`src/rtl/pre_load_unit_pp_if.sv`:
```
// Bundles the weight pre-load unit's load stream and drain outputs.
//   master : producer/consumer side (drives w_valid, w_data, pl_start)
//   slave  : the pre-load unit itself
// Load handshake: a beat moves on a rising clk edge where w_valid and
// w_ready are both 1. w_data must be held stable while w_valid is 1.
// w_ready never depends on w_valid. The drain side has no backpressure.
interface pre_load_unit_pp_if #(
  parameter int SIZE   = 8,
  parameter int WW     = 8,
  parameter int RW     = 5,
  parameter int CW     = WW - RW + 1,
  parameter int CPC    = 3,
  parameter int CROW_W = $clog2(SIZE),
  parameter int EW     = 1 + CROW_W + CW
);
  logic                    w_valid;
  logic                    w_ready;
  logic [WW-1:0]           w_data;
  logic                    load_bank;
  logic                    pl_start;
  logic                    pl_tile_ready;
  logic                    pl_row_valid;
  logic [CROW_W-1:0]       pl_row_idx;
  logic [SIZE*RW-1:0]      pl_row_data;
  logic                    pl_cmp_valid;
  logic [SIZE*CPC*EW-1:0]  pl_cmp_data;
  logic                    pl_cmp_ovf;
  logic                    pl_done;

  modport master (
    output w_valid, w_data, pl_start,
    input  w_ready, load_bank, pl_tile_ready, pl_row_valid, pl_row_idx,
    input  pl_row_data, pl_cmp_valid, pl_cmp_data, pl_cmp_ovf, pl_done
  );

  modport slave (
    input  w_valid, w_data, pl_start,
    output w_ready, load_bank, pl_tile_ready, pl_row_valid, pl_row_idx,
    output pl_row_data, pl_cmp_valid, pl_cmp_data, pl_cmp_ovf, pl_done
  );
endinterface

```
`src/rtl/pre_load_unit_pp.sv`:
```
// Double-buffered weight pre-load unit.
// Loads a column-major SIZE x SIZE tile of WW-bit weights into one of two
// banks, splitting each weight into a reduced RW-bit part and, for values
// outside the signed RW range, a CW-bit compensation part recorded in a
// per-column table of CPC entries. A full bank drains one row per cycle
// after pl_start while the other bank keeps loading.
// Ports:
//   clk, rst   : clock, asynchronous active-high reset
//   bus        : pre_load_unit_pp_if.slave (load stream + drain outputs)
//   dbg_state  : {bank1 state, bank0 state} for observation
module pre_load_unit_pp #(
  parameter int SIZE   = 8,
  parameter int WW     = 8,
  parameter int RW     = 5,
  parameter int CW     = WW - RW + 1,
  parameter int CPC    = 3,
  parameter int CROW_W = $clog2(SIZE),
  parameter int EW     = 1 + CROW_W + CW
) (
  input  logic               clk,
  input  logic               rst,
  pre_load_unit_pp_if.slave  bus,
  output logic [3:0]         dbg_state
);
  localparam int NBEAT = SIZE * SIZE;
  localparam int IDX_W = 2 * CROW_W;
  localparam int CNT_W = $clog2(CPC + 1);
  localparam int NENT  = SIZE * CPC;
  localparam int ENT_W = $clog2(NENT);

  typedef enum logic [1:0] {
    B_EMPTY    = 2'd0,
    B_LOADING  = 2'd1,
    B_FULL     = 2'd2,
    B_DRAINING = 2'd3
  } bank_st_t;

  bank_st_t          bank_st [2];
  bank_st_t          st_nxt  [2];
  logic              wb, rb, wb_nxt, rb_nxt;
  logic [IDX_W-1:0]  widx;
  logic              w_ready_q;
  logic              drain_q;
  logic [CROW_W-1:0] row_q;
  logic              done_q;

  logic [RW-1:0]     r_mem   [2][NBEAT];
  logic [EW-1:0]     cmp_tab [2][NENT];
  logic [CNT_W-1:0]  cnt     [2][SIZE];
  logic [1:0]        ovf;

  // Load-side decode of the current beat
  logic              accept, last_beat, start_acc, drain_end;
  logic [CROW_W-1:0] w_col, w_row;
  logic [RW-1:0]     w_r;
  logic [WW:0]       w_diff;
  logic [CW-1:0]     w_c;
  logic              w_outlier;
  logic [CNT_W-1:0]  cnt_sel;
  logic [ENT_W-1:0]  ent_idx;

  assign accept    = bus.w_valid & w_ready_q;
  assign last_beat = accept && (widx == IDX_W'(NBEAT - 1));
  assign start_acc = bus.pl_start && (bank_st[rb] == B_FULL) && !drain_q;
  assign drain_end = drain_q && (row_q == CROW_W'(SIZE - 1));

  // Column-major order: the upper index bits pick the column
  assign w_col = widx[IDX_W-1:CROW_W];
  assign w_row = widx[CROW_W-1:0];
  assign w_r   = bus.w_data[RW-1:0];

  // In range iff every bit from the RW sign position upward matches
  assign w_outlier = !((&bus.w_data[WW-1:RW-1]) || !(|bus.w_data[WW-1:RW-1]));

  // W - sext(R) has RW zero LSBs, so dropping them is an exact shift
  assign w_diff = {bus.w_data[WW-1], bus.w_data} - {{(WW - RW + 1){w_r[RW-1]}}, w_r};
  assign w_c    = w_diff[WW:RW];

  assign cnt_sel = cnt[wb][w_col];
  assign ent_idx = ENT_W'(int'(w_col) * CPC + int'(cnt_sel));

  // Bank transitions; load and drain touch different banks, so both
  // events of a cycle always apply.
  always_comb begin
    st_nxt[0] = bank_st[0];
    st_nxt[1] = bank_st[1];
    wb_nxt    = wb;
    rb_nxt    = rb;
    if (accept) begin
      if (last_beat) begin
        st_nxt[wb] = B_FULL;
        wb_nxt     = ~wb;
      end else begin
        st_nxt[wb] = B_LOADING;
      end
    end
    if (start_acc) st_nxt[rb] = B_DRAINING;
    if (drain_end) begin
      st_nxt[rb] = B_EMPTY;
      rb_nxt     = ~rb;
    end
  end

  always_ff @(posedge clk or posedge rst) begin
    if (rst) begin
      bank_st[0] <= B_EMPTY;
      bank_st[1] <= B_EMPTY;
      wb         <= 1'b0;
      rb         <= 1'b0;
      widx       <= '0;
      w_ready_q  <= 1'b0;
      drain_q    <= 1'b0;
      row_q      <= '0;
      done_q     <= 1'b0;
      ovf        <= '0;
      for (int b = 0; b < 2; b++) begin
        for (int e = 0; e < NENT; e++) cmp_tab[b][e] <= '0;
        for (int c = 0; c < SIZE; c++) cnt[b][c] <= '0;
      end
    end else begin
      bank_st[0] <= st_nxt[0];
      bank_st[1] <= st_nxt[1];
      wb         <= wb_nxt;
      rb         <= rb_nxt;
      // Registered from next state so a bank freed this edge is writable
      // in the very cycle it reads EMPTY.
      w_ready_q  <= (st_nxt[wb_nxt] == B_EMPTY) || (st_nxt[wb_nxt] == B_LOADING);

      if (accept) begin
        widx <= last_beat ? '0 : widx + 1'b1;
        if (w_outlier) begin
          if (cnt_sel < CNT_W'(CPC)) begin
            cmp_tab[wb][ent_idx] <= {1'b1, w_row, w_c};
            cnt[wb][w_col]       <= cnt_sel + 1'b1;
          end else begin
            ovf[wb] <= 1'b1;
          end
        end
      end

      if (start_acc) begin
        drain_q <= 1'b1;
        row_q   <= '0;
        done_q  <= (SIZE == 1);
      end else if (drain_q) begin
        if (drain_end) begin
          drain_q <= 1'b0;
          row_q   <= '0;
          done_q  <= 1'b0;
          // Emptied bank starts its next tile with a clean table
          ovf[rb] <= 1'b0;
          for (int e = 0; e < NENT; e++) cmp_tab[rb][e] <= '0;
          for (int c = 0; c < SIZE; c++) cnt[rb][c] <= '0;
        end else begin
          row_q  <= row_q + 1'b1;
          done_q <= (row_q == CROW_W'(SIZE - 2));
        end
      end
    end
  end

  // Reduced-weight storage needs no reset: a bank is only read after a
  // complete tile has been written into it.
  always_ff @(posedge clk) begin
    if (accept) r_mem[wb][widx] <= w_r;
  end

  logic [SIZE*RW-1:0]     row_data;
  logic [SIZE*CPC*EW-1:0] cmp_data;

  always_comb begin
    row_data = '0;
    cmp_data = '0;
    if (drain_q) begin
      for (int c = 0; c < SIZE; c++) row_data[c*RW +: RW] = r_mem[rb][{CROW_W'(c), row_q}];
      for (int e = 0; e < NENT; e++) cmp_data[e*EW +: EW] = cmp_tab[rb][e];
    end
  end

  assign bus.w_ready       = w_ready_q;
  assign bus.load_bank     = wb;
  assign bus.pl_tile_ready = (bank_st[rb] == B_FULL);
  assign bus.pl_row_valid  = drain_q;
  assign bus.pl_row_idx    = row_q;
  assign bus.pl_row_data   = row_data;
  assign bus.pl_cmp_valid  = drain_q;
  assign bus.pl_cmp_data   = cmp_data;
  assign bus.pl_cmp_ovf    = drain_q & ovf[rb];
  assign bus.pl_done       = done_q;
  assign dbg_state         = {bank_st[1], bank_st[0]};
endmodule

```
`src/flat_wrapper.sv`:
```
// flat-port wrapper written by rule: the top's interface ports become plain ports
module pre_load_unit_pp_flat 
#(
  parameter int SIZE   = 8,
  parameter int WW     = 8,
  parameter int RW     = 5,
  parameter int CW     = WW - RW + 1,
  parameter int CPC    = 3,
  parameter int CROW_W = $clog2(SIZE),
  parameter int EW     = 1 + CROW_W + CW
)
  (clk, rst, dbg_state, bus_w_valid, bus_w_data, bus_pl_start, bus_w_ready, bus_load_bank, bus_pl_tile_ready, bus_pl_row_valid, bus_pl_row_idx, bus_pl_row_data, bus_pl_cmp_valid, bus_pl_cmp_data, bus_pl_cmp_ovf, bus_pl_done);
  pre_load_unit_pp_if #(.SIZE(SIZE), .WW(WW), .RW(RW), .CW(CW), .CPC(CPC), .CROW_W(CROW_W), .EW(EW)) bus_i ();
  input  logic clk;
  input  logic rst;
  output logic [3:0] dbg_state;
  input wire logic [$bits(bus_i.w_valid)-1:0] bus_w_valid;
  input wire logic [$bits(bus_i.w_data)-1:0] bus_w_data;
  input wire logic [$bits(bus_i.pl_start)-1:0] bus_pl_start;
  output wire logic [$bits(bus_i.w_ready)-1:0] bus_w_ready;
  output wire logic [$bits(bus_i.load_bank)-1:0] bus_load_bank;
  output wire logic [$bits(bus_i.pl_tile_ready)-1:0] bus_pl_tile_ready;
  output wire logic [$bits(bus_i.pl_row_valid)-1:0] bus_pl_row_valid;
  output wire logic [$bits(bus_i.pl_row_idx)-1:0] bus_pl_row_idx;
  output wire logic [$bits(bus_i.pl_row_data)-1:0] bus_pl_row_data;
  output wire logic [$bits(bus_i.pl_cmp_valid)-1:0] bus_pl_cmp_valid;
  output wire logic [$bits(bus_i.pl_cmp_data)-1:0] bus_pl_cmp_data;
  output wire logic [$bits(bus_i.pl_cmp_ovf)-1:0] bus_pl_cmp_ovf;
  output wire logic [$bits(bus_i.pl_done)-1:0] bus_pl_done;
  assign bus_i.w_valid = bus_w_valid;
  assign bus_i.w_data = bus_w_data;
  assign bus_i.pl_start = bus_pl_start;
  assign bus_w_ready = bus_i.w_ready;
  assign bus_load_bank = bus_i.load_bank;
  assign bus_pl_tile_ready = bus_i.pl_tile_ready;
  assign bus_pl_row_valid = bus_i.pl_row_valid;
  assign bus_pl_row_idx = bus_i.pl_row_idx;
  assign bus_pl_row_data = bus_i.pl_row_data;
  assign bus_pl_cmp_valid = bus_i.pl_cmp_valid;
  assign bus_pl_cmp_data = bus_i.pl_cmp_data;
  assign bus_pl_cmp_ovf = bus_i.pl_cmp_ovf;
  assign bus_pl_done = bus_i.pl_done;
  pre_load_unit_pp #(.SIZE(SIZE), .WW(WW), .RW(RW), .CW(CW), .CPC(CPC), .CROW_W(CROW_W), .EW(EW)) u_core (.clk(clk), .rst(rst), .bus(bus_i), .dbg_state(dbg_state));
endmodule
```
`config.mk`:
```
export PLATFORM = sky130hd
export DESIGN_NAME = pre_load_unit_pp_flat
export DESIGN_NICKNAME = d
export VERILOG_FILES = /design/src/rtl/pre_load_unit_pp_if.sv /design/src/rtl/pre_load_unit_pp.sv /design/src/flat_wrapper.sv
export SDC_FILE = /design/constraint.sdc
export NUM_CORES = 2
export LEC_CHECK = 0
export CAP_MARGIN = 20
export CORE_MARGIN = 2
export CORE_UTILIZATION = 65
export CTS_CLUSTER_SIZE = 30
export DETAILED_ROUTE_END_ITERATION = 6
export PLACE_DENSITY = 0.93
export SLEW_MARGIN = 30
export SYNTH_ARGS = -nofsm -noshare
export SYNTH_HDL_FRONTEND = slang
export SYNTH_SLANG_ARGS = --single-unit
```
`constraint.sdc`:
```
create_clock -name clk -period 22.8 [get_ports clk]
set_input_delay 2.28 -clock clk [delete_from_list [all_inputs] [get_ports clk]]
set_output_delay 2.28 -clock clk [all_outputs]
set_load 0.005 [all_outputs]
```
# Word level (Yosys, flattened, before mapping)
# Memory sizes are Yosys's and may differ from the RTL's.
# Index checks and enable logic that the tools add are counted.
[op_classes]
order_cmp = 24
n_reduce_logical = 19
mul = 1
n_eq_ne = 5
n_addsub = 5
bitwise = 94
mux = 163
[ops]
columns = ["op", "n"]
rows = [
  ["$and A384 B384 Y384", 24],
  ["$not A384 Y384", 24],
  ["$demux W192 S1", 25],
  ["$mux W384", 6],
  ["$mux W192", 6],
  ["$bwmux W384", 1],
  ["$mux W320", 1],
  ["$and A32 B32 Y32", 8],
  ["$not A32 Y32", 8],
  ["$bmux W5 S6", 8],
  ["$mux W32", 7],
  ["$mux W184", 1],
  ["$mux W176", 1],
  ["$mux W168", 1],
  ["$mux W160", 1],
  ["$mux W152", 1],
  ["$demux W16 S1", 9],
  ["$mux W144", 1],
  ["$mux W136", 1],
  ["$mux W128", 1],
  ["$mux W120", 1],
  ["$mux W112", 1],
  ["$mux W104", 1],
  ["$mux W16", 6],
  ["69 further kinds", 167],
]
[word_totals]
mem_count = 1
regBits = 436
in_bits = 12
mem_bits_rw = 640
[mem_list]
columns = ["name", "depth", "word_bits", "read_ports", "rd_ports_with_merged_regs", "wr", "line", "source"]
rows = [
  ["u_core.r_mem", 2, 320, 1, 0, 1, "pre_load_unit_pp.sv:47", "logic [RW-1:0] r_mem [2][NBEAT];"],
]

# Depth between registers and ports, before layout
[depth]
word_depth = 46
ltp_mapped = 17
depth_no_buf = 12

# Worst setup path before layout
# Ideal clock, no wire load.
[synth_timing]
path_kind = "flip-flop to output port"
start = "register u_core.row_q[1], in the netlist u_core.bus.pl_row_idx[1]"
end = "output bus_pl_row_data[0]"
arrival_time_ns = 2.200
required_time_ns = 20.520
path_buffers = 3
slack_ns = 18.320
stages_incl_launch_ff = 7
path_cell_list = "dfrtp_1 -> clkbuf_1 -> clkbuf_1 -> buf_1 -> mux4_2 -> mux4_2 -> and2_1"
[synth_via]
elab_chain_len = 5
[synth_rtl]
columns = ["item", "line", "source"]
rows = [
  ["from (decl)", "pre_load_unit_pp.sv:44", "logic [CROW_W-1:0] row_q;"],
  ["from (signal assigned)", "pre_load_unit_pp.sv:155", "row_q <= row_q + 1'b1;"],
  ["$not A3 Y7 (not written as such)", "pre_load_unit_pp.sv:175", "for (int c = 0; c < SIZE; c++) row_data[c*RW +: RW] = r_mem[rb][{CROW_W'(c), row_q}];"],
  ["$bmux W5 S6", "pre_load_unit_pp.sv:175", ""],
  ["$mux W5 (not written as such) (2 in series)", "pre_load_unit_pp.sv:175", ""],
  ["$mux W40", "pre_load_unit_pp.sv:174", "if (drain_q) begin"],
  ["to (decl)", "flat_wrapper.sv:25", "output wire logic [$bits(bus_i.pl_row_data)-1:0] bus_pl_row_data;"],
]
# No other way between the ends. The select of a mux whose other input is x is not followed.

# Worst setup path in the final report
[layout_timing]
start = "register u_core.row_q[1], in the netlist u_core.bus.pl_row_idx[1]"
end = "output bus_pl_row_data[34]"
[layout_via]
elab_chain_len = 5
[layout_rtl]
columns = ["item", "line"]
rows = [
  ["$not A6 Y7 (not written as such)", "pre_load_unit_pp.sv:175"],
  ["$bmux W5 S6", "pre_load_unit_pp.sv:175"],
  ["$mux W5 (not written as such) (2 in series)", "pre_load_unit_pp.sv:175"],
  ["$mux W40", "pre_load_unit_pp.sv:174"],
]
# No other way between the ends. The select of a mux whose other input is x is not followed.

==> flow_summary.toml <==
[run_status]
status = "finished, violations left"
violations = "design-rule violations"

[synthesis]
syn-cell-area_um2 = 46500
syn_inst = 3274
synth-edff-count = 640
synth_nets = 3307
yosysWarnings = 0
ys_seq_area_share_pct = 64.8
synth_ff_type = "edfxtp_1"
async_flop_share_pct = 40.5
ys_types = 66
ys_ff_latch = 1076
syn_area_per_cell_um2 = 14.2

[power_and_ir_drop]
power_density_nw_per_um2 = 91.0
leakagePower_nw = 19.7
vdd_ir_drop_max_v = 0.000121
total_power_mw = 4.83

[drt]
drt_iter0_drc = 4065
wl_um = 131000
wl_per_cell_um = 29.4
routed-via-count = 30278
viasPerCell = 6.78
ant_nets = 0
route.detailed.drc = 1
first_pass_iters = 7

[global_routing]
grt.total_usage_pct = 35.8
grt_max_degree = 153
first_global_vias = 30915
grt_first_pass_wirelength_um = 197000
grt_overflow = 0
antenna_found_initial = 3

[worst_setup_path]
crit_start = "u_core.bus.pl_row_idx[1]"
critPathKind = "register to output pin"
cpPeakStageDelay_ns = 0.82
crit_fanout = 85
arrival_ns = 4.55
crit_chain = "buf_6 > buf_4 > mux4_2 > mux4_2 > and2_1 > clkdlybuf4s50_1"
rr_startpoint = "u_core.bus.load_bank"
cp-start-kind = "register"
rrSetupSlack_ns = 16.84
cpMostUsedCell = "mux4_2"
cp_slowest_cell = "buf_4"
worstSetupEndpointType = "output pin"
required_ns = 20.52

[timing]
hold_slack_ns = 0.498
post-route-min-period_ns = 6.83
clock_skew_ns = 0.0376
slew_headroom_pct = 31.4
worst_slack_ns = 15.97
hold_viol = 0
maxSlewViolCount = 0
setup_viol = 0
setup_tns_ns = 0
fmax_mhz = 146
fin_crit_sh_pct = 30.0
worstMarginPinSlew_ns = 1.03
grt_setup_unrepaired = "no"

[clocking]
clk_latency_ns = 0.68
cts-root-buf = "clkbuf_16"
cts_resized = 0
clock_sinks = 1076
post_cts_buffers = 0
cts.clk_slew.worst_paths_ns = 0.06
tritoncts = "done"
cts_buffers = 103
cts_buffer_depth = 3
cts_hold_buf = 0
htreeDepth = 3

[layout]
utilization_pct = 74.7
final_nets = 3459
stdcell_area_um2 = 53100
layout-drive-gt1-share_pct = 13.2
area_growth_pct = 14.3
fin_cells = 4463
nFillCells = 4045

[placement]
dp_hpwl_um = 77600
port_buffers = 257
pre_cts_ws_ns = 16.73
place_congestion = 0.866
dpl_cell_area_um2 = 49500
dpl.cell_count = 4266

[floorplan]
fp-row-count = 98
core_um2 = 71100
die_h_um = 271
die-area_um2 = 73700
dieWidth_um = 271
start_util_pct = 65.4
pin_count = 258

[job]
drv_cap = 0

[hold_path]
hold_path_class = "register to register"
holdCritStartpoint = "u_core.cmp_tab[308]"
-- per-layer routing --
metal | track usage (%) | wire, um | up-vias | share of wire, %
met5 | 0.128 | 30 | - | 0.023
met4 | 16.9 | 6930 | 4 | 5.3
met3 | 7.40 | 13300 | 439 | 10
met2 | 60.4 | 66000 | 2167 | 50
met1 | 45.0 | 45000 | 15280 | 34
li1 | - | - | 12388 | -
-- registers in the layout, summed over array words and instances (netlist names) --
register                 cells
u_core.r_mem               640
u_core.cmp_tab             384
u_core.cnt                  32
u_core.widx                  6
u_core.dbg_state             4
u_core.bus.pl_row_idx        3
u_core.ovf                   2
u_core.bus.load_bank         1
u_core.bus.pl_cmp_valid      1
u_core.bus.pl_done           1
u_core.bus.w_ready           1
u_core.rb                    1
-- worst max-delay path, delay by kind of cell (launching register included) --
family | cells | cell delay, ns
flip-flops | 1 | 0.59
AND/OR/NAND/NOR | 1 | 0.20
buffers and inverters | 3 | 1.97
multiplexers | 2 | 1.03
-- cells in the final DEF (no fill, tap or decap), types with 4 or more instances in the layout --
master           instances
a21oi_1                 57
a31oi_1                  5
and2_1                  41
buf_4                   34
buf_6                    8
bufinv_16               11
clkbuf_1                26
clkbuf_16              104
clkbuf_8                15
clkdlybuf4s50_1        252
clkinv_1                 6
clkinv_2                22
dfrtp_1                431
edfxtp_1               640
ha_1                    18
inv_1                   55
mux2i_1                308
mux4_2                 206
nand2_1                114
nand2b_1                 7
nand3_1                248
nand4_1                 31
nand4_2                 16
nor2_1                 278
nor2b_1                199
nor3_1                  14
nor3_2                   5
o211ai_1                16
o21ai_0                260
o31ai_1                  4
-- path summary, 6_finish.rpt --
path                       cells past startpoint             endpoint
max in group asynchronous                      4   u_core.cmp_tab[45]
hold reg to reg                                2  u_core.cmp_tab[308]
hold / removal                                 2  u_core.cmp_tab[308]
setup / recovery                               6  bus_pl_row_data[34]
setup reg to reg                              13   u_core.cmp_tab[77]
min in group asynchronous                      2  u_core.cmp_tab[292]
-- logic make-up after synthesis --
group | count (synthesis) | share of synthesized area, %
buf+inv | 310 | 2.82
fa+ha+maj | 21 | 0.598
compound gates | 366 | 4.24
simple gates | 982 | 10.8
flops | 1076 | 64.8
xor+xnor | 5 | 0.0942
mux | 514 | 16.6
-- power breakdown --
part	total, mW	internal [mW]	switching, mW
clock	1.77	1.01	0.756
sequential	2.27	2.19	0.0775
combinational	0.796	0.191	0.605
-- synth_stat cells, types with 2 or more instances --
library cell,instances,share of area [%]
edfxtp_1,640,41
dfrtp_1,436,23
mux2i_1,308,6.6
nor2_1,279,2.3
o21ai_0,260,2.8
nand3_1,249,2.7
mux4_2,206,10
nor2b_1,199,2.7
clkbuf_1,148,1.2
nand2_1,114,0.92
buf_2,63,0.68
a21oi_1,57,0.61
inv_1,56,0.45
and2_1,41,0.55
buf_1,33,0.27
nand4_1,31,0.42
ha_1,19,0.51
nand4_2,16,0.43
o211ai_1,16,0.26
nor3_1,15,0.16
nand2b_1,7,0.094
a31oi_1,5,0.067
buf_6,4,0.097
nor3_2,4,0.086
o31ai_1,4,0.065
xnor2_1,4,0.075
a21o_1,3,0.048
and3_1,3,0.040
clkbuf_8,3,0.089
o221ai_1,3,0.057
or3_1,3,0.040
or4_4,3,0.073
a21boi_0,2,0.032
buf_4,2,0.032
fa_1,2,0.086
nand3b_1,2,0.032
nand3b_2,2,0.048
nand4b_1,2,0.038
nor3b_1,2,0.032
o21ai_1,2,0.022
-- layout make-up --
| type | count | area, um2 | area share (%) |
|---|---|---|---|
| tap | 950 | 1190 | 2.24 |
| inverter | 56 | 223 | 0.419 |
| multi-input combinational | 1888 | 15100 | 28.4 |
| clock buffer | 144 | 2890 | 5.44 |
| clock inverter | 47 | 567 | 1.07 |
| antenna | 1 | 2.50 | 0.00471 |
| timing repair buffer | 301 | 3020 | 5.69 |
| sequential | 1076 | 30100 | 56.7 |
No activity file was read; power rests on OpenSTA's default activity.
